==> src/rtl/dca_matrix_row_sender_pkg.sv <==
`default_nettype none
// ============================================================================
// dca_matrix_row_sender_pkg : shared dca matrix widths and sender state encoding
// Revision 1.0
// ============================================================================
package dca_matrix_row_sender_pkg;

  localparam int BW_MATRIX_COUNT = 16;

  typedef enum logic [1:0] {
    ST_IDLE = 2'd0,
    ST_SEND = 2'd1,
    ST_PAD  = 2'd2
  } state_t;

  function automatic int bw_tensor_row(input int ms, input int bw_scalar);
    return ms * bw_scalar;
  endfunction

  function automatic int bw_row_num(input int ms);
    return $clog2(ms) + 1;
  endfunction

endpackage
`default_nettype wire

==> src/rtl/dca_row_skid_buffer.sv <==
`default_nettype none
// ============================================================================
// dca_row_skid_buffer : two-entry row FIFO, push and pop may share a cycle
// Revision 1.0
// ============================================================================
module dca_row_skid_buffer #(
  parameter int BW_DATA = 32
) (
  input  logic               clk,
  input  logic               rst,
  input  logic               i_flush,
  input  logic               i_push,
  input  logic [BW_DATA-1:0] i_data,
  input  logic               i_pop,
  output logic [BW_DATA-1:0] o_head,
  output logic               o_empty,
  output logic               o_full
);

  logic [BW_DATA-1:0] r_mem [2];
  logic               r_wptr;
  logic               r_rptr;
  logic [1:0]         r_count;

  always_ff @(posedge clk) begin
    if (rst || i_flush) begin
      r_wptr  <= 1'b0;
      r_rptr  <= 1'b0;
      r_count <= 2'd0;
    end else begin
      if (i_push) r_wptr <= ~r_wptr;
      if (i_pop)  r_rptr <= ~r_rptr;
      case ({i_push, i_pop})
        2'b10:   r_count <= r_count + 2'd1;
        2'b01:   r_count <= r_count - 2'd1;
        default: r_count <= r_count;
      endcase
    end
  end

  always_ff @(posedge clk) begin
    if (i_push) r_mem[r_wptr] <= i_data;
  end

  assign o_head  = r_mem[r_rptr];
  assign o_empty = (r_count == 2'd0);
  assign o_full  = (r_count == 2'd2);

endmodule
`default_nettype wire

==> src/rtl/dca_matrix_row_sender.sv <==
`default_nettype none
// ============================================================================
// dca_matrix_row_sender : forwards up to MS source rows per command, zero-pads to MS
// Revision 1.0
// ============================================================================
module dca_matrix_row_sender
  import dca_matrix_row_sender_pkg::*;
#(
  parameter int                         MATRIX_SIZE_PARA    = 8,
  parameter int                         BW_TENSOR_SCALAR    = 32,
  parameter logic [BW_MATRIX_COUNT-1:0] MATRIX_COUNT_PRESET = '0,
  localparam int BW_TENSOR_ROW = bw_tensor_row(MATRIX_SIZE_PARA, BW_TENSOR_SCALAR),
  localparam int BW_ROW_NUM    = bw_row_num(MATRIX_SIZE_PARA)
) (
  input  logic                       clk,
  input  logic                       rstnn,
  input  logic                       clear,
  input  logic                       enable,
  output logic                       busy,
  input  logic                       cmd_wvalid,
  output logic                       cmd_wready,
  input  logic [BW_ROW_NUM-1:0]      cmd_num_rows,
  input  logic                       src_row_wvalid,
  output logic                       src_row_wready,
  input  logic [BW_TENSOR_ROW-1:0]   src_row_wdata,
  output logic                       load_tensor_row_wvalid,
  input  logic                       load_tensor_row_wready,
  output logic                       load_tensor_row_wlast,
  output logic [BW_TENSOR_ROW-1:0]   load_tensor_row_wdata,
  output logic [BW_MATRIX_COUNT-1:0] matrix_count
);

  localparam logic [BW_ROW_NUM-1:0] c_MS  = BW_ROW_NUM'(MATRIX_SIZE_PARA);
  localparam logic [BW_ROW_NUM-1:0] c_ONE = BW_ROW_NUM'(1);

  state_t                     r_state, w_state_nxt;
  logic [BW_ROW_NUM-1:0]      r_n, w_n_nxt;
  logic [BW_ROW_NUM-1:0]      r_row_idx, w_row_idx_nxt;
  logic [BW_ROW_NUM-1:0]      r_accepted, w_accepted_nxt;
  logic [BW_ROW_NUM-1:0]      w_n_clamped;
  logic [BW_MATRIX_COUNT-1:0] r_matrix_count;
  logic [BW_TENSOR_ROW-1:0]   w_head;
  logic                       w_go, w_src_fire, w_out_fire, w_pop;
  logic                       w_buf_empty, w_buf_full;

  // Reset and clear mask every handshake in the cycle they are asserted.
  assign w_go        = enable && !rstnn && !clear;
  assign w_n_clamped = (cmd_num_rows > c_MS) ? c_MS : cmd_num_rows;
  assign w_src_fire  = src_row_wvalid && src_row_wready;
  assign w_out_fire  = load_tensor_row_wvalid && load_tensor_row_wready;
  assign w_pop       = w_out_fire && (r_state == ST_SEND);

  dca_row_skid_buffer #(
    .BW_DATA (BW_TENSOR_ROW)
  ) u_skid (
    .clk     (clk),
    .rst     (rstnn),
    .i_flush (clear),
    .i_push  (w_src_fire),
    .i_data  (src_row_wdata),
    .i_pop   (w_pop),
    .o_head  (w_head),
    .o_empty (w_buf_empty),
    .o_full  (w_buf_full)
  );

  always_ff @(posedge clk) begin
    if (rstnn || clear) begin
      r_state    <= ST_IDLE;
      r_n        <= '0;
      r_row_idx  <= '0;
      r_accepted <= '0;
    end else begin
      r_state    <= w_state_nxt;
      r_n        <= w_n_nxt;
      r_row_idx  <= w_row_idx_nxt;
      r_accepted <= w_accepted_nxt;
    end
  end

  always_comb begin
    w_state_nxt            = r_state;
    w_n_nxt                = r_n;
    w_row_idx_nxt          = r_row_idx;
    w_accepted_nxt         = r_accepted;
    cmd_wready             = 1'b0;
    src_row_wready         = 1'b0;
    load_tensor_row_wvalid = 1'b0;
    load_tensor_row_wdata  = '0;
    unique case (r_state)
      ST_IDLE: begin
        cmd_wready = w_go;
        if (cmd_wvalid && w_go) begin
          w_n_nxt        = w_n_clamped;
          w_row_idx_nxt  = '0;
          w_accepted_nxt = '0;
          w_state_nxt    = (w_n_clamped != '0) ? ST_SEND : ST_PAD;
        end
      end
      ST_SEND: begin
        src_row_wready         = w_go && !w_buf_full && (r_accepted < r_n);
        load_tensor_row_wvalid = w_go && !w_buf_empty;
        if (!w_buf_empty) load_tensor_row_wdata = w_head;
        if (src_row_wvalid && w_go && !w_buf_full && (r_accepted < r_n))
          w_accepted_nxt = r_accepted + c_ONE;
        if (w_go && !w_buf_empty && load_tensor_row_wready) begin
          w_row_idx_nxt = r_row_idx + c_ONE;
          if (r_row_idx == r_n - c_ONE) begin
            if (r_n == c_MS) begin
              w_state_nxt   = ST_IDLE;
              w_row_idx_nxt = '0;
            end else begin
              w_state_nxt = ST_PAD;
            end
          end
        end
      end
      ST_PAD: begin
        load_tensor_row_wvalid = w_go;
        if (w_go && load_tensor_row_wready) begin
          if (r_row_idx == c_MS - c_ONE) begin
            w_state_nxt   = ST_IDLE;
            w_row_idx_nxt = '0;
          end else begin
            w_row_idx_nxt = r_row_idx + c_ONE;
          end
        end
      end
      default: w_state_nxt = ST_IDLE;
    endcase
  end

  assign load_tensor_row_wlast = load_tensor_row_wvalid && (r_row_idx == c_MS - c_ONE);
  assign busy                  = (r_state != ST_IDLE) || !w_buf_empty;

  // Clear keeps the running count; only reset reloads it.
  always_ff @(posedge clk) begin
    if (rstnn) begin
      r_matrix_count <= MATRIX_COUNT_PRESET;
    end else if (w_out_fire && load_tensor_row_wlast) begin
      r_matrix_count <= r_matrix_count + 16'd1;
    end
  end

  assign matrix_count = r_matrix_count;

endmodule
`default_nettype wire
==> config.mk <==
export PLATFORM = sky130hd
export DESIGN_NAME = dca_matrix_row_sender
export DESIGN_NICKNAME = d
export VERILOG_FILES = /design/src/rtl/dca_matrix_row_sender_pkg.sv /design/src/rtl/dca_row_skid_buffer.sv /design/src/rtl/dca_matrix_row_sender.sv
export SDC_FILE = /design/constraint.sdc
export NUM_CORES = 1
export LEC_CHECK = 0
export ABC_AREA = 1
export CAP_MARGIN = 5
export CORE_MARGIN = 2
export CORE_UTILIZATION = 35
export DETAILED_ROUTE_END_ITERATION = 10
export PLACE_DENSITY = 0.65
export SKIP_CTS_REPAIR_TIMING = 1
export SLEW_MARGIN = 10
export SYNTH_ARGS = -nofsm -noshare
export SYNTH_HDL_FRONTEND = slang
export SYNTH_SLANG_ARGS = --single-unit
==> constraint.sdc <==
create_clock -name clk -period 36.6 [get_ports clk]
set_input_delay 7.32 -clock clk [delete_from_list [all_inputs] [get_ports clk]]
set_output_delay 7.32 -clock clk [all_outputs]
set_load 0.005 [all_outputs]
==> results_dict.tcl, run 1 <==
set metrics [dict create \
    cts_tree "done" \
    cts_buffers 58 \
    die_w_um 258 \
    drive_gt1_share_pct 16.1 \
    clock_path_buffers 3 \
    synth-main-ff-cell "edfxtp_1" \
    crit_arrival_ps 9440 \
    postSynthAreaPerCell_sq_um 13.7 \
    routed_wl_um 55100 \
    path_common_cell "clkdlybuf4s50_1" \
    synth_top_area_share_pct 67.9 \
    ant_nets 0 \
    syn_nets 1937 \
    start_kind "input pin" \
    fin_tns_setup_ps 0 \
    vias_per_cell 4.51 \
    design.die.area_sq_um 66700 \
    gp_congestion 0.921 \
    path_max_fanout 15 \
    io_pins 544 \
    synth_top_area_cell "edfxtp_1" \
    core-area_sq_um 64200 \
    crit_path_cell_trace "clkdlybuf4s50_1 > nor2_4 > nand2_4 > nor4_1 > clkdlybuf4s50_1" \
    rsz0062_at_grt "no" \
    fin_skew_ps 25.2 \
    slew_headroom_pct 29.2 \
    layout_setup_ws_ps 19840 \
    ys_types 31 \
    cts_root_buf "clkbuf_16" \
    required_ps 29280 \
    dr.pass1.iters 5 \
    finalHoldViolCount 0 \
    vias 14100 \
    portBuffers 543 \
    synth-edff-count 512 \
    drt_iter0_markers 953 \
    grt_usage_pct 15.8 \
    ys_ff_latch 547 \
    antenna_found_initial 10 \
    drv_cap 0 \
    crit_type "input pin to output pin" \
    clk_pin_slew_ps 60 \
    status "finished clean" \
    grt_pass1_wl_um 82800 \
    power.leakage_nw 12.0 \
    peakVddDrop_mv 0.0404 \
    synth_area_sq_um 22600 \
    gr-total-overflow 0 \
    critPathMaxStageDelay_ps 760 \
    endpoint_kind "output pin" \
    htree_levels 2 \
    tightest_slew_ps 1060 \
    final_cell_mix "clkdlybuf4s50_1, edfxtp_1, nand2_1, inv_1, mux2_2" \
    synth_area_leaders "edfxtp_1, mux2_2, nand2_1" \
    drc 0 \
    die_h_um 258 \
    hold_slack_ps 497 \
    grt_max_degree 147 \
    fmax_ghz 0.0597 \
    async_reset_ff_share_pct 0 \
    start_util_pct 35.2 \
    cpMaxStageDelayCell "clkdlybuf4s50_1" \
    ys_seq_area_share_pct 71.0 \
    p_per_area_nw_per_um2 41.2 \
    syn2layout_area_growth_pct 35.9 \
    cts_num_sinks 547 \
    nNetsFinal 2490 \
    dp_hpwl_um 36400 \
    wire_per_inst_um 17.7 \
    row_count 93 \
    clk_latency_ps 600 \
    mostFrequentLayoutCell "clkdlybuf4s50_1" \
    grt_pass1_vias 14400 \
    synth_cells 1658 \
    place_ws_ps 19870 \
    hold_class "register to register" \
    yosys_warnings 0 \
    setup_viol 0 \
    slew_violations 0 \
    fin_crit_sh_pct 45.8 \
    finalCriticalPeriod_ps 16760 \
]
## cell usage after synthesis, types with 7 or more instances
cell,count
xor2_1,11
dfxtp_1,35
buf_2,50
nand3_1,30
clkbuf_1,7
inv_1,292
ha_1,12
edfxtp_1,512
mux2_2,256
nand2_1,337
a21oi_1,25
nor2_1,45
xnor2_1,8
o21ai_0,8
## final cells by class
class                   count  area [sq um]
fillers                  5682         33500
flip-flops and latches    547         16100
repair buffers            553          5550
multi-input cells         757          5180
clock buffers              77          1570
inverters                 294          1110
well taps                 855          1070
clock inverters            27           186
diodes                      5          12.5
## sequential cells by signal, summed over array words and instances (netlist names), 2 cells and up, named ones only
signal and flops:
matrix_count 16, r_accepted 4, r_n 4, r_row_idx 4
r_state 2, u_skid.r_count 2, u_skid.r_mem 512
## stage by stage
| step | cell area (sq um) | cells | utilization, % | power, W |
|---|---|---|---|---|
| final | 30800 | 3115 | 47.9 | 0.00127 |
| after global routing | 30800 | 3115 | 47.9 | 0.00131 |
| after CTS | 30700 | 3110 | 47.9 | 0.00129 |
| after detailed placement | 29000 | 3006 | 45.1 | 0.000733 |
| after global placement | 29000 | 3006 | 45.1 | 0.000731 |
| after floorplan | 22600 | 1658 | - | 0.000700 |
## worst max-delay path, delay by kind of cell
| family | cells | cell delay [ps] |
|---|---|---|
| AND/OR/NAND/NOR | 3 | 790 |
| buffers and inverters | 2 | 1330 |
## cells by family after synthesis
family          count (synthesis)  synth area share, %
compound gates                 41                0.984
xor+xnor                       19                0.735
fa+ha+maj                      12                0.663
buf+inv                       354                 6.18
flops                         547                 71.0
mux                           256                 12.7
simple gates                  429                 7.69
## power breakdown
group          switching (W)  internal, W  total [W]  leakage (nW)
registers        0.000000210     0.000683   0.000683          4.88
clock network       0.000234     0.000314   0.000548         0.865
logic              0.0000107    0.0000261  0.0000368          6.27
## path summary, 6_finish.rpt
path | from | end | slack, ps | cells past startpoint
min reg2reg | r_state[0] | r_state[0] | 500 | 2
max reg2reg | r_n[3] | u_skid.r_mem[1][176] | 33210 | 7
min | r_state[0] | r_state[0] | 500 | 2
max | rstnn | src_row_wready | 19840 | 5
## layer usage
layer,track usage [%],wire (um),vias up
li1,-,-,6684
met1,19.0,21700,6831
met4,4.45,1260,8
met2,27.8,27800,450
met3,4.37,4270,91
met5,0,57,-
Note: power is estimated with default switching activity, not from simulation.
==> run 2: changes to the inputs <==
==> constraint.sdc (replaced) <==
create_clock -name clk -period 16.2 [get_ports clk]
set_input_delay 3.24 -clock clk [delete_from_list [all_inputs] [get_ports clk]]
set_output_delay 3.24 -clock clk [all_outputs]
set_load 0.005 [all_outputs]
==> results_dict.tcl, run 2 (synthesis gave the netlist of run 1 again) <==
set metrics [dict create \
    cts_root_buf "clkbuf_16" \
    whs_endpoint "matrix_count[13]" \
    setup_viol 0 \
    nFillCells 5607 \
    clock_path_buffers 3 \
    largest_reg_flops 512 \
    fin_skew_ps 10.4 \
    r2r_cells 8 \
    grt_max_degree 89 \
    cts_num_sinks 547 \
    gr-total-overflow 0 \
    cpMaxStageDelayCell "clkdlybuf4s50_1" \
    die_w_um 258 \
    dp_hpwl_um 37100 \
    grt.met1_usage_pct 19.2 \
    fmax_ghz 0.115 \
    grt_pass1_wl_um 83300 \
    path_max_fanout 15 \
    vias_per_cell 4.52 \
    routed_wl_um 55100 \
    status "finished clean" \
    r2r-start "r_n[3]" \
    crit_type "input pin to output pin" \
    cts_tree "done" \
    path_common_cell "clkdlybuf4s50_1" \
    crit_arrival_ps 5420 \
    r2r-end "u_skid.r_mem[1][130]" \
    p_sw_share_pct 19.2 \
    ant_nets 0 \
    antenna_found_initial 13 \
    slew_violations 0 \
    power.leakage_nw 12.1 \
    critPathTopFamily "buffers and inverters" \
    drv_cap 0 \
    syn2layout_area_growth_pct 36.3 \
    cts_buffers 58 \
    finalCriticalPeriod_ps 8660 \
    p_sw_w 0.000559 \
    endpoint_kind "output pin" \
    regMostFlops "u_skid.r_mem" \
    drive_gt1_share_pct 16.2 \
    dp_cells 3009 \
    design.die.area_sq_um 66700 \
    multiInputGateArea_sq_um 5180 \
    grt-busiest-layer "met2" \
    dpl_cell_area_sq_um 29000 \
    clkPwrFrac_pct 44.2 \
    dr.pass1.iters 5 \
    final_cell_mix "clkdlybuf4s50_1, edfxtp_1, nand2_1, inv_1, mux2_2" \
    finish.instance_area_sq_um 30900 \
    gr-usage-met3_pct 3.95 \
    use_met2_pct 27.7 \
    drt_iter0_markers 858 \
    min_path_cells 2 \
    seq_area_sq_um 16100 \
    clk_pin_slew_ps 60 \
    combPwrFrac_pct 2.9 \
    p_seq_share_pct 52.9 \
    grt_usage_pct 16.0 \
    worst-path-buf-inv 2 \
    p_int_w 0.00236 \
    clk_latency_ps 600 \
    reg2reg_slack_ps 11910 \
    nNetsFinal 2493 \
    hold_class "register to register" \
    fin_crit_sh_pct 53.5 \
    start_util_pct 35.2 \
    start_kind "input pin" \
    fin_tns_setup_ps 0 \
    grt_pass1_vias 14600 \
    gp_congestion 0.841 \
    die_h_um 258 \
    required_ps 12960 \
    vias 14100 \
    io_pins 544 \
    rsz0062_at_grt "no" \
    row_count 93 \
    p_per_area_nw_per_um2 94.5 \
    htree_levels 2 \
    crit_path_cell_trace "clkdlybuf4s50_1 > nor2_4 > nand2_4 > nor4_1 > clkdlybuf4s50_1" \
    finalHoldViolCount 0 \
    stdcell_count 3123 \
    wire_per_inst_um 17.6 \
    portBuffers 543 \
    critPathMaxStageDelay_ps 800 \
    peakVddDrop_mv 0.0799 \
    slew_headroom_pct 27.8 \
    tightest_slew_ps 1080 \
    worst_hold_startpoint "matrix_count[13]" \
    core-area_sq_um 64200 \
    mostFrequentLayoutCell "clkdlybuf4s50_1" \
    drc 0 \
]
==> run 2: final cells by class <==
type | count | area share, %
diodes | 9 | 0.0730
clock buffers | 65 | 4.86
clock inverters | 40 | 1.16
inverters | 294 | 3.60
multi-input cells | 757 | 16.8
flip-flops and latches | 547 | 52.1
well taps | 855 | 3.47
repair buffers | 556 | 17.9
==> run 2: worst max path at each step <==
stage / endpoint / slack [ps] / depth (start not counted) / start
2_1_floorplan: u_skid.r_mem[0][0] / 930 / 5 / rstnn
3_3_place_gp: load_tensor_row_wlast / 7630 / 7 / rstnn
3_5_place_dp: src_row_wready / 7550 / 5 / rstnn
4_1_cts: src_row_wready / 7530 / 5 / rstnn
5_1_grt: src_row_wready / 7390 / 5 / rstnn
6_report: src_row_wready / 7540 / 5 / rstnn
==> run 2: tightest hold or removal path, delay by kind of cell, from the launching register on <==
kind	cells	cell delay [ps]
AND/OR/NAND/NOR	1	60
AO/OA/AOI/OAI	1	60
flip-flops	1	320
==> run 2: power groups by stage <==
| stage | Sequential, W | Combinational, W | Clock [W] |
|---|---|---|---|
| final | 0.00154 | 0.0000836 | 0.00129 |
| after detailed placement | 0.00157 | 0.0000833 | 0 |
| after global placement | 0.00157 | 0.0000791 | 0 |
| after global routing | 0.00154 | 0.0000892 | 0.00138 |
| after floorplan | 0.00157 | 0.00000672 | 0 |
| after CTS | 0.00154 | 0.0000840 | 0.00133 |
==> run 2: through the flow <==
stage	util [%]	setup WS [ps]	total power [W]	hold slack, ps
4_1_cts	48.0	7530	0.00296	492
3_5_place_dp	45.1	7550	0.00166	479
2_1_floorplan	-	929	0.00158	456
5_1_grt	48.0	7390	0.00301	507
3_3_place_gp	45.1	7630	0.00165	469
6_report	48.0	7540	0.00292	491
==> run 2: layer usage <==
layer	vias up	wire, um
met4	8	1730
li1	6715	-
met3	103	3790
met1	6848	21800
met5	-	53
met2	439	27700
==> run 3: changes to the inputs <==
==> constraint.sdc (replaced) <==
create_clock -name clk -period 9 [get_ports clk]
set_input_delay 1.8 -clock clk [delete_from_list [all_inputs] [get_ports clk]]
set_output_delay 1.8 -clock clk [all_outputs]
set_load 0.005 [all_outputs]
==> results_dict.tcl, run 3 (synthesis gave the netlist of run 1 again) <==
set metrics [dict create \
    cts_root_buf "clkbuf_16" \
    ant_nets 0 \
    vias 14100 \
    finish.instance_area_sq_um 30800 \
    critPathMaxStageDelay_ps 760 \
    rsz0062_at_grt "no" \
    final_cell_mix "clkdlybuf4s50_1, edfxtp_1, nand2_1, inv_1, mux2_2" \
    drive_gt1_share_pct 16.1 \
    fmax_ghz 0.174 \
    grt_max_degree 151 \
    whs_endpoint "r_state[1]" \
    portBuffers 543 \
    setup_viol 0 \
    start_util_pct 35.2 \
    hold_slack_ps 497 \
    peakVddDrop_mv 0.148 \
    crit_path_cell_trace "clkdlybuf4s50_1 > nor2_4 > nand2_4 > nor4_1 > clkdlybuf4s50_1" \
    r2r-end "u_skid.r_mem[1][181]" \
    regMostFlops "u_skid.r_mem" \
    wire_per_inst_um 17.6 \
    grt_usage_pct 15.8 \
    endpoint_kind "output pin" \
    io_pins 544 \
    finalCriticalPeriod_ps 5740 \
    mostFrequentLayoutCell "clkdlybuf4s50_1" \
    worst-path-buf-inv 2 \
    vias_per_cell 4.51 \
    design.die.area_sq_um 66700 \
    path_max_fanout 15 \
    min_path_cells 2 \
    required_ps 7200 \
    start_kind "input pin" \
    grt_pass1_vias 14500 \
    antenna_found_initial 8 \
    drc 0 \
    power.leakage_nw 12.0 \
    routed_wl_um 54900 \
    cts_num_sinks 547 \
    grt_pass1_wl_um 82400 \
    crit_type "input pin to output pin" \
    cpMaxStageDelayCell "clkdlybuf4s50_1" \
    slew_headroom_pct 24.8 \
    crit_arrival_ps 3940 \
    fin_crit_sh_pct 63.8 \
    status "finished clean" \
    dr.pass1.iters 5 \
    gr-total-overflow 0 \
    die_h_um 258 \
    r2r_cells 7 \
    path_common_cell "clkdlybuf4s50_1" \
    dpl_cell_area_sq_um 29000 \
    r2r-start "r_n[3]" \
    gp_congestion 0.859 \
    htree_levels 2 \
    die_w_um 258 \
    fin_tns_setup_ps 0 \
    cts_buffers 58 \
    dp_hpwl_um 36500 \
    syn2layout_area_growth_pct 36.2 \
    p_per_area_nw_per_um2 169 \
    slew_violations 0 \
    reg2reg_slack_ps 5550 \
    fin_skew_ps 14.5 \
    clock_path_buffers 3 \
    largest_reg_flops 512 \
    critPathTopFamily "buffers and inverters" \
    worst_hold_startpoint "r_state[1]" \
    hold_class "register to register" \
    row_count 93 \
    core-area_sq_um 64200 \
    clk_latency_ps 610 \
    nNetsFinal 2489 \
    finalHoldViolCount 0 \
    drt_iter0_markers 1096 \
    clk_pin_slew_ps 60 \
    cts_tree "done" \
    tightest_slew_ps 1130 \
    drv_cap 0 \
]
run 3: changes by cell type in the layout (fill, tap and decap cells not counted), sizes merged:
cell	previous run	this run
clkbuf	65	78
clkinv	32	24
buf	13	9
bufinv	6	3
diode	9	6
inv	294	296
clkinvlp	2	1
run 3: final cells by class:
| type | instances | area [sq um] |
|---|---|---|
| fillers | 5684 | 33400 |
| flip-flops and latches | 547 | 16100 |
| repair buffers | 552 | 5550 |
| multi-input cells | 757 | 5180 |
| clock buffers | 78 | 1580 |
| inverters | 294 | 1110 |
| well taps | 855 | 1070 |
| clock inverters | 30 | 254 |
| diodes | 6 | 15.0 |
run 3: worst max path at each step:
stage / from / to / slack, ps / cells after the start
4_1_cts: rstnn / src_row_wready / 3190 / 5
6_report: rstnn / src_row_wready / 3260 / 5
3_3_place_gp: rstnn / src_row_wready / 3310 / 5
5_1_grt: r_state[1] / load_tensor_row_wdata[207] / 2970 / 8
3_5_place_dp: rstnn / src_row_wready / 3200 / 5
2_1_floorplan: rstnn / u_skid.r_mem[0][0] / -490 / 5
run 3: power by group:
group          leakage, nW  switching (W)  total (W)  internal (W)
logic                 6.27      0.0000440   0.000150      0.000106
registers             4.88    0.000000893    0.00278       0.00278
clock network        0.895       0.000973    0.00229       0.00132
run 3: per-layer routing:
layer | vias up | share of wire [%] | GRT usage, %
met4 | 6 | 2.1 | 4.56
met3 | 87 | 7.7 | 4.24
met2 | 459 | 50 | 27.2
li1 | 6708 | - | -
met1 | 6819 | 40 | 19.4
met5 | - | 0.076 | 0
run 3: worst reg2reg max path: stages, from the launching register on:
cell     delay, ps
dfxtp_1        350
inv_1          100
ha_1           320
a21oi_1        320
nand4_4        210
nor2_4         170
buf_4          600
buf_4          920
run 3: stage by stage:
stage	std cells	total power (W)	util, %	worst slack (ps)
global route	3117	0.00538	48.0	2970
global placement	3005	0.00297	45.1	3310
finish	3119	0.00522	48.0	3260
CTS	3113	0.00528	48.0	3190
detailed placement	3005	0.00298	45.1	3200
floorplan	1658	0.00285	-	-495
